File: src/rtl/cpu_ram_arbiter_if.sv
// Bus bundle between the CPU/DMA requesters, the arbiter and the shared RAM.
// The arbiter takes the slave view; the environment driving it takes master.
interface cpu_ram_arbiter_if #(
    parameter int ADDR_BITS = 14
);
    logic                 cpu_req;
    logic [3:0]           cpu_wstrb;
    logic [ADDR_BITS-1:0] cpu_addr;
    logic [31:0]          cpu_wdata;
    logic                 cpu_ready;
    logic [31:0]          cpu_rdata;

    logic                 dma_req;
    logic                 dma_we;
    logic [ADDR_BITS-1:0] dma_addr;
    logic [31:0]          dma_wdata;
    logic                 dma_ready;
    logic [31:0]          dma_rdata;

    logic                 ram_cs;
    logic [ADDR_BITS-1:0] ram_addr;
    logic [31:0]          ram_wdata;
    logic [3:0]           ram_wstrb;
    logic [31:0]          ram_rdata;

    modport slave (
        input  cpu_req, cpu_wstrb, cpu_addr, cpu_wdata,
        input  dma_req, dma_we, dma_addr, dma_wdata,
        input  ram_rdata,
        output cpu_ready, cpu_rdata,
        output dma_ready, dma_rdata,
        output ram_cs, ram_addr, ram_wdata, ram_wstrb
    );

    modport master (
        output cpu_req, cpu_wstrb, cpu_addr, cpu_wdata,
        output dma_req, dma_we, dma_addr, dma_wdata,
        output ram_rdata,
        input  cpu_ready, cpu_rdata,
        input  dma_ready, dma_rdata,
        input  ram_cs, ram_addr, ram_wdata, ram_wstrb
    );
endinterface

File: src/rtl/cpu_ram_arbiter.sv
// Two-master arbiter for a single-port synchronous CPU RAM.
// CPU has priority; a starvation counter eventually forces a DMA grant.
module cpu_ram_arbiter #(
    parameter int ADDR_BITS    = 14,
    parameter int DMA_MAX_WAIT = 8
) (
    input  logic             clk,
    input  logic             reset,
    cpu_ram_arbiter_if.slave bus
);
    localparam int WW = (DMA_MAX_WAIT < 1) ? 1 : $clog2(DMA_MAX_WAIT + 1);
    localparam logic [WW-1:0] WAIT_MAX = WW'(DMA_MAX_WAIT);

    typedef enum logic [2:0] {
        IDLE,
        CPU_ACC,
        CPU_RESP,
        DMA_ACC,
        DMA_RESP
    } state_t;

    state_t               state;
    logic [WW-1:0]        wait_cnt;
    logic [WW-1:0]        wait_inc;
    logic                 dma_first;

    logic                 cs_q;
    logic [ADDR_BITS-1:0] addr_q;
    logic [31:0]          wdata_q;
    logic [3:0]           wstrb_q;
    logic                 cpu_rdy_q;
    logic                 dma_rdy_q;

    always_comb begin
        wait_inc  = (wait_cnt == WAIT_MAX) ? WAIT_MAX : wait_cnt + 1'b1;
        dma_first = bus.dma_req
                  && (!bus.cpu_req || wait_cnt == WAIT_MAX);
    end

    always_ff @(posedge clk or posedge reset) begin
        if (reset) begin
            state     <= IDLE;
            wait_cnt  <= '0;
            cs_q      <= 1'b0;
            addr_q    <= '0;
            wdata_q   <= '0;
            wstrb_q   <= 4'h0;
            cpu_rdy_q <= 1'b0;
            dma_rdy_q <= 1'b0;
        end else begin
            unique case (state)
                IDLE: begin
                    if (dma_first) begin
                        state    <= DMA_ACC;
                        cs_q     <= 1'b1;
                        addr_q   <= bus.dma_addr;
                        wdata_q  <= bus.dma_wdata;
                        wstrb_q  <= bus.dma_we ? 4'hF : 4'h0;
                        wait_cnt <= '0;
                    end else if (bus.cpu_req) begin
                        state    <= CPU_ACC;
                        cs_q     <= 1'b1;
                        addr_q   <= bus.cpu_addr;
                        wdata_q  <= bus.cpu_wdata;
                        wstrb_q  <= bus.cpu_wstrb;
                        wait_cnt <= bus.dma_req ? wait_inc : '0;
                    end else begin
                        wait_cnt <= '0;
                    end
                end
                CPU_ACC: begin
                    state     <= CPU_RESP;
                    cs_q      <= 1'b0;
                    wstrb_q   <= 4'h0;
                    cpu_rdy_q <= 1'b1;
                    wait_cnt  <= bus.dma_req ? wait_inc : '0;
                end
                CPU_RESP: begin
                    state     <= IDLE;
                    cpu_rdy_q <= 1'b0;
                    wait_cnt  <= bus.dma_req ? wait_inc : '0;
                end
                DMA_ACC: begin
                    state     <= DMA_RESP;
                    cs_q      <= 1'b0;
                    wstrb_q   <= 4'h0;
                    dma_rdy_q <= 1'b1;
                    if (!bus.dma_req) wait_cnt <= '0;
                end
                DMA_RESP: begin
                    state     <= IDLE;
                    dma_rdy_q <= 1'b0;
                    if (!bus.dma_req) wait_cnt <= '0;
                end
                default: begin
                    state     <= IDLE;
                    cs_q      <= 1'b0;
                    wstrb_q   <= 4'h0;
                    cpu_rdy_q <= 1'b0;
                    dma_rdy_q <= 1'b0;
                end
            endcase
        end
    end

    // RAM data lands in the RESP cycle, so read data is passed straight through
    assign bus.ram_cs    = cs_q;
    assign bus.ram_addr  = addr_q;
    assign bus.ram_wdata = wdata_q;
    assign bus.ram_wstrb = wstrb_q;
    assign bus.cpu_ready = cpu_rdy_q;
    assign bus.dma_ready = dma_rdy_q;
    assign bus.cpu_rdata = cpu_rdy_q ? bus.ram_rdata : 32'h0;
    assign bus.dma_rdata = dma_rdy_q ? bus.ram_rdata : 32'h0;
endmodule

File: src/flat_wrapper.sv
// flat-port wrapper written by rule: the top's interface ports become plain ports
module cpu_ram_arbiter_flat 
#(
    parameter int ADDR_BITS    = 14,
    parameter int DMA_MAX_WAIT = 8
)
  (clk, reset, bus_cpu_req, bus_cpu_wstrb, bus_cpu_addr, bus_cpu_wdata, bus_dma_req, bus_dma_we, bus_dma_addr, bus_dma_wdata, bus_ram_rdata, bus_cpu_ready, bus_cpu_rdata, bus_dma_ready, bus_dma_rdata, bus_ram_cs, bus_ram_addr, bus_ram_wdata, bus_ram_wstrb);
  cpu_ram_arbiter_if #(.ADDR_BITS(ADDR_BITS)) bus_i ();
  input  logic clk;
  input  logic reset;
  input wire logic [$bits(bus_i.cpu_req)-1:0] bus_cpu_req;
  input wire logic [$bits(bus_i.cpu_wstrb)-1:0] bus_cpu_wstrb;
  input wire logic [$bits(bus_i.cpu_addr)-1:0] bus_cpu_addr;
  input wire logic [$bits(bus_i.cpu_wdata)-1:0] bus_cpu_wdata;
  input wire logic [$bits(bus_i.dma_req)-1:0] bus_dma_req;
  input wire logic [$bits(bus_i.dma_we)-1:0] bus_dma_we;
  input wire logic [$bits(bus_i.dma_addr)-1:0] bus_dma_addr;
  input wire logic [$bits(bus_i.dma_wdata)-1:0] bus_dma_wdata;
  input wire logic [$bits(bus_i.ram_rdata)-1:0] bus_ram_rdata;
  output wire logic [$bits(bus_i.cpu_ready)-1:0] bus_cpu_ready;
  output wire logic [$bits(bus_i.cpu_rdata)-1:0] bus_cpu_rdata;
  output wire logic [$bits(bus_i.dma_ready)-1:0] bus_dma_ready;
  output wire logic [$bits(bus_i.dma_rdata)-1:0] bus_dma_rdata;
  output wire logic [$bits(bus_i.ram_cs)-1:0] bus_ram_cs;
  output wire logic [$bits(bus_i.ram_addr)-1:0] bus_ram_addr;
  output wire logic [$bits(bus_i.ram_wdata)-1:0] bus_ram_wdata;
  output wire logic [$bits(bus_i.ram_wstrb)-1:0] bus_ram_wstrb;
  assign bus_i.cpu_req = bus_cpu_req;
  assign bus_i.cpu_wstrb = bus_cpu_wstrb;
  assign bus_i.cpu_addr = bus_cpu_addr;
  assign bus_i.cpu_wdata = bus_cpu_wdata;
  assign bus_i.dma_req = bus_dma_req;
  assign bus_i.dma_we = bus_dma_we;
  assign bus_i.dma_addr = bus_dma_addr;
  assign bus_i.dma_wdata = bus_dma_wdata;
  assign bus_i.ram_rdata = bus_ram_rdata;
  assign bus_cpu_ready = bus_i.cpu_ready;
  assign bus_cpu_rdata = bus_i.cpu_rdata;
  assign bus_dma_ready = bus_i.dma_ready;
  assign bus_dma_rdata = bus_i.dma_rdata;
  assign bus_ram_cs = bus_i.ram_cs;
  assign bus_ram_addr = bus_i.ram_addr;
  assign bus_ram_wdata = bus_i.ram_wdata;
  assign bus_ram_wstrb = bus_i.ram_wstrb;
  cpu_ram_arbiter #(.ADDR_BITS(ADDR_BITS), .DMA_MAX_WAIT(DMA_MAX_WAIT)) u_core (.clk(clk), .reset(reset), .bus(bus_i));
endmodule
File: config.mk
export PLATFORM = sky130hd
export DESIGN_NAME = cpu_ram_arbiter_flat
export DESIGN_NICKNAME = d
export VERILOG_FILES = /design/src/rtl/cpu_ram_arbiter_if.sv /design/src/rtl/cpu_ram_arbiter.sv /design/src/flat_wrapper.sv
export SDC_FILE = /design/constraint.sdc
export NUM_CORES = 1
export LEC_CHECK = 0
export BUFFER_PORTS_ARGS = -buffer_cell sky130_fd_sc_hd__buf_2
export CELL_PAD_IN_SITES_DETAIL_PLACEMENT = 0
export CELL_PAD_IN_SITES_GLOBAL_PLACEMENT = 1
export CORE_MARGIN = 1.5
export CORE_UTILIZATION = 25
export DETAILED_ROUTE_END_ITERATION = 10
export GPL_ROUTABILITY_DRIVEN = 0
export PLACE_DENSITY_LB_ADDON = 0.1
export SLEW_MARGIN = 0
export SYNTH_ARGS = -nofsm -noshare
export SYNTH_HDL_FRONTEND = slang
export SYNTH_SLANG_ARGS = --single-unit
File: constraint.sdc
create_clock -name clk -period 2.3 [get_ports clk]
set_clock_uncertainty 0.05 [all_clocks]
set_input_delay 0.345 -clock clk [delete_from_list [all_inputs] [get_ports clk]]
set_output_delay 0.345 -clock clk [all_outputs]
set_load 0.005 [all_outputs]
* Word level (Yosys, flattened, before mapping)
Cells that the tools add are included.
** Cells by class
- $add $sub $neg :: 1
- Multipliers :: 0
- Divide/modulo/power cells :: 0
- Order comparisons :: 0
- Eq/ne operators :: 7
- Shift operators :: 0
- Mux-type cells :: 24
- Bitwise logic cells :: 1
- Reductions and logical operators :: 14
** Operator list (number)
- 2-to-1 mux 32 bit :: 4
- 2-to-1 mux 4 bit :: 8
- 2-to-1 mux 14 bit :: 2
- case mux 4 bit (3 select lines) :: 1
- case mux 3 bit (3 select lines) :: 1
- case mux 4 bit (2 select lines) :: 1
- equality test 3 x 2 -> 1 bit (second input constant) :: 2
- 2-to-1 mux 3 bit :: 2
- case mux 1 bit (2 select lines) :: 3
- AND reduction 2 bit :: 3
- OR reduction 2 bit :: 3
- OR reduction 3 bit :: 2
- adder 4 x 1 -> 4 bit (second input constant) :: 1
- equality test 4 bit (second input constant) :: 1
- equality test 3 x 1 -> 1 bit (second input constant) :: 1
- equality test 3 bit (second input constant) :: 1
- zero test 3 bit :: 1
- inequality test 3 x 2 -> 1 bit (second input constant) :: 1
- nonzero test 3 bit :: 1
- 2-to-1 mux 1 bit :: 2
- inequality test 2 bit (second input constant) :: 1
- nonzero test 2 bit :: 1
- logical AND 1 bit :: 1
- zero test 1 bit :: 1
- 2 further kinds :: 2
** Word-level totals
- Register bits after elaboration :: 60
- Bits in latches :: 0
- RAM bits :: 0
- Bits in read-only memories :: 0
- Input bits :: 133
- Output and inout port bits :: 117
- Word-level logic and storage cells :: 55
- Memories kept :: 0

* Depth between registers and ports, before layout
Gate-level depths: netlist of the first run.
- Word-level depth :: 6
- Mapped depth :: 8
- Gate-level depth less buffers :: 6

* Least setup slack after synthesis of the first run
OpenSTA, ideal clock, no wires.
- Path type :: flip-flop to flip-flop
- Start point :: register u_core.wait_cnt[0]
- End point :: register u_core.addr_q[0] (netlist: u_core.bus.ram_addr[0])
- Setup time :: 122 ps
- Arrival :: 1575 ps
- Required time :: 2128 ps
- Setup slack :: 552 ps
- Cell stages (with the launch flop) :: 9
- Path buffers :: 2
- Clock period less this slack :: 1748 ps
- Cell sequence :: dfrtp_1 -> inv_1 -> ha_1 -> nand3b_4 -> a21oi_4 -> buf_12 -> buf_12 -> mux2i_1 -> a21oi_2
** On the way
- Cells in the longest elaborated chain, start to end :: 5
- Elaborated cells on any way between the ends :: 6
- Those cells by class :: eq/ne: 1; mux: 1; reduce/logical: 4
** RTL lines
- from (decl) :: line cpu_ram_arbiter.sv:23 : logic [WW-1:0] wait_cnt;
- from (signal assigned) :: line cpu_ram_arbiter.sv:66 : wait_cnt <= bus.dma_req ? wait_inc : '0;
- from (signal assigned) :: line cpu_ram_arbiter.sv:76 : wait_cnt <= bus.dma_req ? wait_inc : '0;
- from (signal assigned) :: line cpu_ram_arbiter.sv:81 : wait_cnt <= bus.dma_req ? wait_inc : '0;
- equality test 4 bit * :: line cpu_ram_arbiter.sv:37 : && (!bus.cpu_req || wait_cnt == WAIT_MAX);
- logical OR 1 bit * :: line cpu_ram_arbiter.sv:37
- logical AND 1 bit * :: line cpu_ram_arbiter.sv:37
- nonzero test 2 bit (no line)
- AND reduction 2 bit (no line)
- to (signal assigned) :: line cpu_ram_arbiter.sv:56 : addr_q <= bus.dma_addr;
- to (signal assigned) :: line cpu_ram_arbiter.sv:63 : addr_q <= bus.cpu_addr;
- to (decl) :: line cpu_ram_arbiter.sv:28 : logic [ADDR_BITS-1:0] addr_q;
Mark *: on every way between the ends. The rest lies on a longest branch, timed or not.
A chain may end at the register's enable or synchronous reset.

* Final worst setup path of the first run
- Start point :: register u_core.cpu_rdy_q (netlist: u_core.bus.cpu_ready)
- End point :: output bus_cpu_rdata[4]
** On the way
- Cells in the longest elaborated chain, start to end :: 1
** RTL lines
- from (decl) :: line cpu_ram_arbiter.sv:31 : logic cpu_rdy_q;
- from (signal assigned) :: line cpu_ram_arbiter.sv:48 : cpu_rdy_q <= 1'b0;
- from (signal assigned) :: line cpu_ram_arbiter.sv:75 : cpu_rdy_q <= 1'b1;
- from (signal assigned) :: line cpu_ram_arbiter.sv:80 : cpu_rdy_q <= 1'b0;
- 2-to-1 mux 32 bit :: line cpu_ram_arbiter.sv:113 : assign bus.cpu_rdata = cpu_rdy_q ? bus.ram_rdata : 32'h0;
- to (decl) :: line flat_wrapper.sv:21 : output wire logic [$bits(bus_i.cpu_rdata)-1:0] bus_cpu_rdata;
No other way between the ends.

==> results of run 1 <==
[cell type report]
| cell class | count | area, um^2 |
|---|---|---|
| Clock buffer | 10 | 229.0 |
| Inverter | 6 | 22.52 |
| Multi-Input combinational cell | 246 | 1699 |
| Sequential cell | 60 | 1501 |
| Timing Repair Buffer | 257 | 1369 |
| Fill cell | 1396 | 8137 |
| Tap cell | 176 | 220.2 |
| Clock inverter | 6 | 65.06 |
[layer usage]
layer,global-route usage (%),vias up
met5,0,-
met4,4.241,0
met3,4.420,7
met2,23.17,124
met1,16.32,1435
li1,-,1631
[cells by family (layout without fill, tap and decap cells)]
group	Yosys count	in the layout	share of synthesized area, %
compound gates	69	69	14.22
xor+xnor	2	2	0.5144
fa+ha+maj	2	2	0.7346
buf+inv	30	279	6.025
flops	60	60	44.09
mux	50	50	14.84
simple gates	123	123	19.58
[worst max-delay path by stage]
stage / startpoint / to / slack (ns) / depth (start not counted)
3_3_place_gp: u_core.wait_cnt[0]$_DFFE_PP0P_ / u_core.bus.ram_wdata[24]$_DFFE_PP0P_ / 0.44 / 7
6_report: u_core.bus.cpu_ready$_DFFE_PP0N_ / bus_cpu_rdata[4] / 0.35 / 2
4_1_cts: u_core.bus.cpu_ready$_DFFE_PP0N_ / bus_cpu_rdata[0] / 0.30 / 2
2_1_floorplan: reset / u_core.bus.cpu_ready$_DFFE_PP0N_ / 0.42 / 1
5_1_grt: u_core.bus.cpu_ready$_DFFE_PP0N_ / bus_cpu_rdata[9] / 0.14 / 2
3_5_place_dp: u_core.wait_cnt[0]$_DFFE_PP0P_ / u_core.bus.ram_wdata[21]$_DFFE_PP0P_ / 0.39 / 7
[worst register-to-register path: cells and delay by family, from the launching register on]
| kind | cells | cell delay (ns) |
|---|---|---|
| flip-flops | 1 | 0.41 |
| adder cells (fa/ha/maj) | 1 | 0.19 |
| AND/OR/NAND/NOR | 1 | 0.11 |
| AO/OA/AOI/OAI | 2 | 0.42 |
| buffers and inverters | 2 | 0.35 |
| multiplexers | 1 | 0.29 |
[registers in the layout, indices dropped and copies added, names as in the netlist]
register and cells:
u_core.bus.cpu_ready 1, u_core.wait_cnt 4, u_core.bus.dma_ready 1, u_core.state 3, u_core.bus.ram_cs 1, u_core.bus.ram_wdata 32, u_core.bus.ram_wstrb 4, u_core.bus.ram_addr 14
[per-stage QoR]
stage                     hold WS [ns]  area (um^2)  setup WS [ns]
final                          0.03810         5106         0.3477
after global routing           0.09314         5106         0.1381
after CTS                      0.06442         5106         0.2993
after detailed placement        0.4163         4812         0.3892
after global placement          0.4073         4812         0.4398
after floorplan                 0.4241         3406         0.4203
[where the power goes]
group | internal, uW | switching (uW) | leakage [uW]
clock network | 837 | 479 | 0.000142
registers | 1560 | 446 | 0.000686
logic | 1300 | 1250 | 0.00175
[layout by cell type, fill, tap and decap left out, types with 3 or more instances in the layout]
| master | netlist | layout |
|---|---|---|
| clkbuf_16 | 0 | 9 |
| buf_4 | 1 | 3 |
| a21oi_2 | 20 | 20 |
| mux2i_1 | 46 | 46 |
| and2_1 | 64 | 64 |
| buf_2 | 7 | 249 |
| nor2_1 | 51 | 51 |
| inv_1 | 6 | 5 |
| dfrtp_1 | 60 | 60 |
| mux2_1 | 4 | 4 |
| a21oi_1 | 30 | 30 |
| buf_12 | 4 | 5 |
| a22o_1 | 5 | 5 |
==> metrics.cfg, run 1 <==
[logic_synthesis]
syn_area_um2 = 3406
ys_seq_elements = 60
yosys_warnings = 0
ys_seq_area_share_pct = 44.09
synth_top_area_cell = dfrtp_1
syn_avg_cell_area_um2 = 10.14
synth_edf_count = 0
syn-num-nets = 471
synth_common_cells = 64 x and2_1, 60 x dfrtp_1, 51 x nor2_1, 46 x mux2i_1, 30 x a21oi_1
syn_inst = 336
synth_top_cell_area_share_pct = 44.09
yosys_most_used_dff = dfrtp_1
synth_area_leaders = dfrtp_1 44%, mux2i_1 14%, and2_1 12%, nor2_1 5.6%, a21oi_2 5.1%
synth.distinct_cells = 34
synthArstFlopShare_pct = 100.0
yosysMostFrequentCell = and2_1

[grt]
grt_usage_pct = 13.62
grt_pass1_wl_um = 15180
grt_pass1_vias = 2893
antenna_found_initial = 0
grt_max_degree = 52
grt-ovfl-total = 0

[sta]
finalCritPeriodShare_pct = 84.88
clock.fmax_mhz = 512.2
rsz0062_at_grt = no
tightest_slew_ns = 0.8330
drv_slew = 0
relSlewSlack_pct = 44.46
finalHoldViolations = 0
final.setup.tns_ns = 0
post-route-min-period_ns = 1.952
setup_viol = 0

[outcome]
outcome = completed

[floorplan]
die_h_um = 119.7
pin_count = 250
placeableCoreArea_um2 = 13240
dieWidth_um = 119.7
dieArea_um2 = 14330
start_util_pct = 25.72
rows = 42

[job]
drv_cap = 0

[setup_path]
crit_fanout = 34
cp-end-kind = primary output
cp_top_family = flip-flops
slowest_stage = dfrtp_1
r2r_slack_ns = 0.36
cp_data_required_time_ns = 1.90
reg2reg_to = u_core.bus.ram_wdata[6]$_DFFE_PP0P_
crit_arrival_ns = 1.56
crit_type = flop to primary output
cp_slowest_stage_delay_ns = 0.87
r2r_start = u_core.wait_cnt[0]$_DFFE_PP0P_
cp_cell_sequence = and2_1 -> buf_2
startpoint_type = flop
r2r_cells = 7
crit_buf_inv = 1

[detailed_routing]
wl_met3_um = 755
wl_met1_um = 4152
avgRoutedWirePerCell_um = 13.15
dr.max_layer_used = met4
routed_wl_um = 10010
route.met2.wl_um = 5003
ant_nets = 0
vias = 3197
drt_iter0_drc = 83
via_per_inst = 4.201
drc = 0
drt_pass1_iterations = 4

[finish]
antenna_cells = 0
stdcell_count = 761
areaGrowthSynthToFinish_pct = 49.93
finalNetCount = 715
drive_gt1_share_pct = 50.60
utilization_pct = 38.56

[clock_tree]
clk_pin_slew_ns = 0.05
root_buffer = clkbuf_16
cts_tree = yes
cts.sinks = 60
cts_buffers = 9
holdBufCountCts = 0
htree_levels = 3
clkLatencyLatePin_ns = 0.32
ctsResizeCount = 0
postCtsSetupBuffers = 0
cts_max_path_buffers = 2

[power_and_ir_drop]
power_uw = 5874
powerDensity_nw_per_um2 = 1150
vdd_drop_max_v = 0.0003953
p_leak_uw = 0.002577

[placement]
place_hpwl_um = 7646
io_buffers = 249
placed_cells = 745

[worst_hold_path]
hold_path.class = input pin to async pin

Power figures use the tool's default switching activity.
==> inputs of run 2 (changes only) <==
clock period = 1.8 ns   (was 2.3 ns; I/O delays follow)
==> run 2 against run 1 <==
Combinational power is 40% higher. Via count is 3.5% higher. Worst setup slack worse by 0.33 ns. Sequential share of layout area is 1.4 points lower. Cell count is 2.6% higher. Power is 32% higher. Global-route usage is 0.74 points higher. Sequential power is 22% higher. Register-to-register slack worse by 0.34 ns. Hold slack better by 0.14 ns. Largest cell class unchanged.
==> metrics.cfg, run 2 (same netlist as run 1, synthesis figures left out) <==
[outcome]
outcome = completed

[floorplan]
rows = 42
dieArea_um2 = 14330
pin_count = 250
dieWidth_um = 119.7
placeableCoreArea_um2 = 13240
start_util_pct = 25.72
die_h_um = 119.7

[sta]
tightest_slew_ns = 0.4577
setup_viol = 0
finalCritPeriodShare_pct = 99.04
drv_slew = 0
relSlewSlack_pct = 69.49
clock.fmax_mhz = 560.9
rsz0062_at_grt = yes
finalHoldViolations = 0
holdWs_ns = 0.1739
post-route-min-period_ns = 1.783
final.setup.tns_ns = 0

[setup_path]
crit_type = flop to flop
cp_data_required_time_ns = 1.97
r2r_cells = 7
startpoint_type = flop
cp_slowest_stage_delay_ns = 0.37
r2r_slack_ns = 0.02
slowest_stage = dfrtp_1
cp_top_family = compound AO/OA/AOI/OAI gates
r2r_start = u_core.wait_cnt[0]$_DFFE_PP0P_
cp_num_cells = 7
crit_buf_inv = 2
crit_start = u_core.wait_cnt[0]$_DFFE_PP0P_
cp-end-kind = flop
crit_fanout = 7
critPathCapture = u_core.bus.ram_wstrb[0]$_DFFE_PP0P_
reg2reg_to = u_core.bus.ram_wstrb[0]$_DFFE_PP0P_
cp_cell_sequence = inv_1 -> ha_2 -> nand3b_4 -> a21oi_4 -> buf_12 -> mux2_1 -> a22o_1
crit_arrival_ns = 1.95

[finish]
finalNetCount = 735
final_common_cell = buf_2
utilization_pct = 40.58
mostFrequentLayoutCells = 249 x buf_2, 64 x and2_1, 59 x dfrtp_1, 51 x nor2_1, 33 x mux2i_1
drive_gt1_share_pct = 54.88
antenna_cells = 0
nFillCells = 1390
areaGrowthSynthToFinish_pct = 57.79
final_area_um2 = 5374
largest_reg_flops = 32

[clock_tree]
clkLatencyLatePin_ns = 0.32
cts_tree = yes
root_buffer = clkbuf_16
htree_levels = 3
cts_buffers = 9
clk_pin_slew_ns = 0.06
cts_max_path_buffers = 2
cts.sinks = 60

[detailed_routing]
drt_iter0_drc = 118
drt_pass1_iterations = 6
drc = 0
vias = 3308
ant_nets = 0
routed_wl_um = 10510
via_per_inst = 4.236
avgRoutedWirePerCell_um = 13.45

[grt]
grt_max_degree = 66
grt-ovfl-total = 0
antenna_found_initial = 0
grt_usage_pct = 14.36
grt_pass1_wl_um = 16230
grt_pass1_vias = 3187

[placement]
io_buffers = 249
postPlaceCellArea_um2 = 4913
place_hpwl_um = 7908

[power_and_ir_drop]
p_leak_uw = 0.002700
powerDensity_nw_per_um2 = 1438
vdd_drop_max_v = 0.0004918

[worst_hold_path]
hold_path.class = input pin to flop

[job]
drv_cap = 0

run 2: cell types whose count changed in the layout (fill, tap and decap cells not counted), moves of 2 or more:
cell,previous run,this run
mux2_1,4,2
mux2_4,0,2
mux2i_1,46,33
mux2i_2,0,12
buf_6,0,3
buf_4,3,17
run 2: routing by layer:
| layer | GRT usage, % | share of wire [%] | up-vias |
|---|---|---|---|
| met2 | 23.81 | 48 | 128 |
| li1 | - | - | 1664 |
| met3 | 4.515 | 7.5 | 7 |
| met5 | 0 | 0 | - |
| met4 | 5.134 | 1.0 | 0 |
| met1 | 17.56 | 43 | 1509 |
run 2: per-stage QoR:
stage          worst slack [ns]  cells  total power, uW
6_report                0.01722    781             7729
5_1_grt                -0.07076    781             8397
4_1_cts                0.002828    775             7828
3_5_place_dp            0.01747    758             6058
3_3_place_gp            0.02181    758             6024
2_1_floorplan           0.05240    336             4382
run 2: final cells by class:
| cell class | count | area [um^2] | area share [%] |
|---|---|---|---|
| Sequential cell | 60 | 1503 | 27.96 |
| Timing Repair Buffer | 277 | 1558 | 28.99 |
| Tap cell | 176 | 220.2 | 4.098 |
| Inverter | 6 | 26.28 | 0.4889 |
| Clock buffer | 12 | 246.5 | 4.587 |
| Multi-Input combinational cell | 246 | 1772 | 32.97 |
| Clock inverter | 4 | 48.80 | 0.9080 |
run 2: what timing repair did:
item / 4_1_cts / 5_1_grt
gates resized for setup: 1 / 23
gates cloned: 0 / 1
endpoints found under the hold margin: 16 / 0
buffers inserted: 0 / 5
hold buffers: 1 / 0
endpoints found under the setup margin: 32 / 43
pin swaps: 0 / 8
run 2: report_power, final:
part	switching, uW	internal [uW]
sequential	449	2000
clock	618	1110
combinational	1760	1790
total	2830	4900
run 2: worst min-delay path by stage:
stage / from / endpoint / slack [ns] / cells past startpoint
floorplan: reset / u_core.bus.cpu_ready$_DFFE_PP0N_ / 0.33 / 1
global placement: reset / u_core.bus.ram_wdata[23]$_DFFE_PP0P_ / 0.26 / 2
detailed placement: reset / u_core.bus.ram_wdata[23]$_DFFE_PP0P_ / 0.25 / 2
CTS: bus_cpu_addr[12] / u_core.bus.ram_addr[12]$_DFFE_PP0P_ / 0.18 / 3
global route: bus_cpu_addr[11] / u_core.bus.ram_addr[11]$_DFFE_PP0P_ / 0.19 / 3
finish: bus_cpu_wdata[6] / u_core.bus.ram_wdata[6]$_DFFE_PP0P_ / 0.17 / 3
run 2: worst reg2reg max path: stages (launching register included):
cell,delay (ns)
dfrtp_1,0.37
inv_1,0.06
ha_2,0.18
nand3b_4,0.09
a21oi_4,0.24
buf_12,0.18
mux2_1,0.33
a22o_1,0.17
==> inputs of run 3 (changes only) <==
PLACE_DENSITY = 0.81   (was default)
PLACE_DENSITY_LB_ADDON = default   (was 0.1)
==> run 3 against run 2 <==
First-iteration DRC count fell by 26%. Global-route usage is 0.67 points lower. Die area is the same. Non-clock buffer count down 5. Fmax grew 0.61%. Critical path type unchanged. Critical endpoint is now u_core.bus.ram_wstrb[3]$_DFFE_PP0P_.
==> metrics.cfg, run 3 (same netlist as run 1, synthesis figures left out) <==
[finish]
final_area_um2 = 5343
finalNetCount = 730
antenna_cells = 0
final_common_cell = buf_2
largest_reg_flops = 32
utilization_pct = 40.34
mostFrequentLayoutCells = 249 x buf_2, 64 x and2_1, 60 x dfrtp_1, 51 x nor2_1, 33 x mux2i_1
areaGrowthSynthToFinish_pct = 56.87
drive_gt1_share_pct = 53.83

[sta]
timing.final.ws_setup_ns = 0.02809
relSlewSlack_pct = 60.75
drv_slew = 0
clock.fmax_mhz = 564.4
tightest_slew_ns = 0.5826
post-route-min-period_ns = 1.772
finalCritPeriodShare_pct = 98.44
rsz0062_at_grt = yes
holdWs_ns = 0.2005
setup_viol = 0
finalHoldViolations = 0

[job]
drv_cap = 0

[outcome]
outcome = completed

[setup_path]
cp_data_required_time_ns = 1.96
reg2reg_to = u_core.bus.ram_wstrb[3]$_DFFE_PP0P_
startpoint_type = flop
crit_fanout = 13
crit_type = flop to flop
r2r_slack_ns = 0.03
r2r_start = u_core.wait_cnt[1]$_DFFE_PP0P_
cp-end-kind = flop
r2r_cells = 7
crit_arrival_ns = 1.93

[placement]
io_buffers = 249
place_hpwl_um = 8130
postPlaceCellArea_um2 = 4883
pre_cts_ws_ns = 0.006094

[grt]
grt_pass1_vias = 3234
gr-usage-met3_pct = 3.897
grt-ovfl-total = 0
grt_usage_pct = 13.70
antenna_found_initial = 1
met1_usage_pct = 14.65
grt_pass1_wl_um = 15590
grt.busiest_layer = met2
grt_max_degree = 76
use_met2_pct = 26.01

[clock_tree]
root_buffer = clkbuf_16
cts_tree = yes
cts_buffers = 9
htree_levels = 3
cts.sinks = 60
clkLatencyLatePin_ns = 0.32
clk_pin_slew_ns = 0.06
cts_max_path_buffers = 2

[floorplan]
dieArea_um2 = 14330
start_util_pct = 25.72
pin_count = 250
rows = 42
die_h_um = 119.7
placeableCoreArea_um2 = 13240
dieWidth_um = 119.7

[detailed_routing]
drc = 0
routed_wl_um = 10230
avgRoutedWirePerCell_um = 13.18
drt_iter0_drc = 87
vias = 3314
drt_pass1_iterations = 4
ant_nets = 0
via_per_inst = 4.271

[power_and_ir_drop]
p_leak_uw = 0.002675
powerDensity_nw_per_um2 = 1456
vdd_drop_max_v = 0.0005494
power_uw = 7778

[worst_hold_path]
hp-start = bus_cpu_addr[4]
hold_path.class = input pin to flop
holdPathStages = 3
min_to = u_core.bus.ram_addr[4]$_DFFE_PP0P_

run 3: what timing repair did:
action | 4_1_cts | 5_1_grt
setup buffers | 0 | 4
gates resized for setup | 1 | 17
hold buffers | 1 | 0
hold endpoints to repair | 18 | 0
gates cloned | 0 | 1
endpoints found under the setup margin | 1 | 58
run 3: area by class of cell:
type	count	area (um^2)
Inverter	6	26.28
Sequential cell	60	1501
Timing Repair Buffer	272	1516
Multi-Input combinational cell	246	1759
Fill cell	1330	7900
Clock buffer	12	246.5
Clock inverter	4	72.57
Tap cell	176	220.2
run 3: where the power goes:
group	internal [uW]	leakage [uW]	switching [uW]
clock network	1250	0.000153	597
registers	1990	0.000686	439
logic	1740	0.00184	1760
total	4990	0.00268	2790
run 3: routing by layer:
| layer | vias to the layer above | share of wire [%] |
|---|---|---|
| li1 | 1655 | - |
| met1 | 1497 | 38 |
| met2 | 154 | 53 |
| met3 | 8 | 8.0 |
| met4 | 0 | 0.83 |
| met5 | - | 0 |
run 3: worst max path at each step:
stage,from,end,slack [ns],cells after the start
after global routing,u_core.wait_cnt[1]$_DFFE_PP0P_,u_core.bus.ram_wstrb[3]$_DFFE_PP0P_,-0.07,7
after CTS,u_core.wait_cnt[1]$_DFFE_PP0P_,u_core.bus.ram_wdata[22]$_DFFE_PP0P_,0.01,8
after global placement,u_core.wait_cnt[0]$_DFFE_PP0P_,u_core.bus.ram_wstrb[0]$_DFFE_PP0P_,0.07,7
final,u_core.wait_cnt[1]$_DFFE_PP0P_,u_core.bus.ram_wstrb[3]$_DFFE_PP0P_,0.03,7
after floorplan,u_core.wait_cnt[0]$_DFFE_PP0P_,u_core.bus.ram_addr[0]$_DFFE_PP0P_,0.05,8
after detailed placement,u_core.wait_cnt[1]$_DFFE_PP0P_,u_core.bus.ram_wdata[27]$_DFFE_PP0P_,0.006,8
run 3: stage by stage:
stage,setup TNS [ns],cells
floorplan,0,336
global placement,0,754
detailed placement,0,754
CTS,0,771
global route,-1.579,776
finish,0,776
run 3: critical path, cell delays in order (launching register included):
cell and delay (ns):
dfrtp_1 0.37, inv_1 0.07, ha_2 0.19, nand3b_4 0.11
a21oi_4 0.19, buf_12 0.17, mux2_1 0.34, a22o_1 0.18
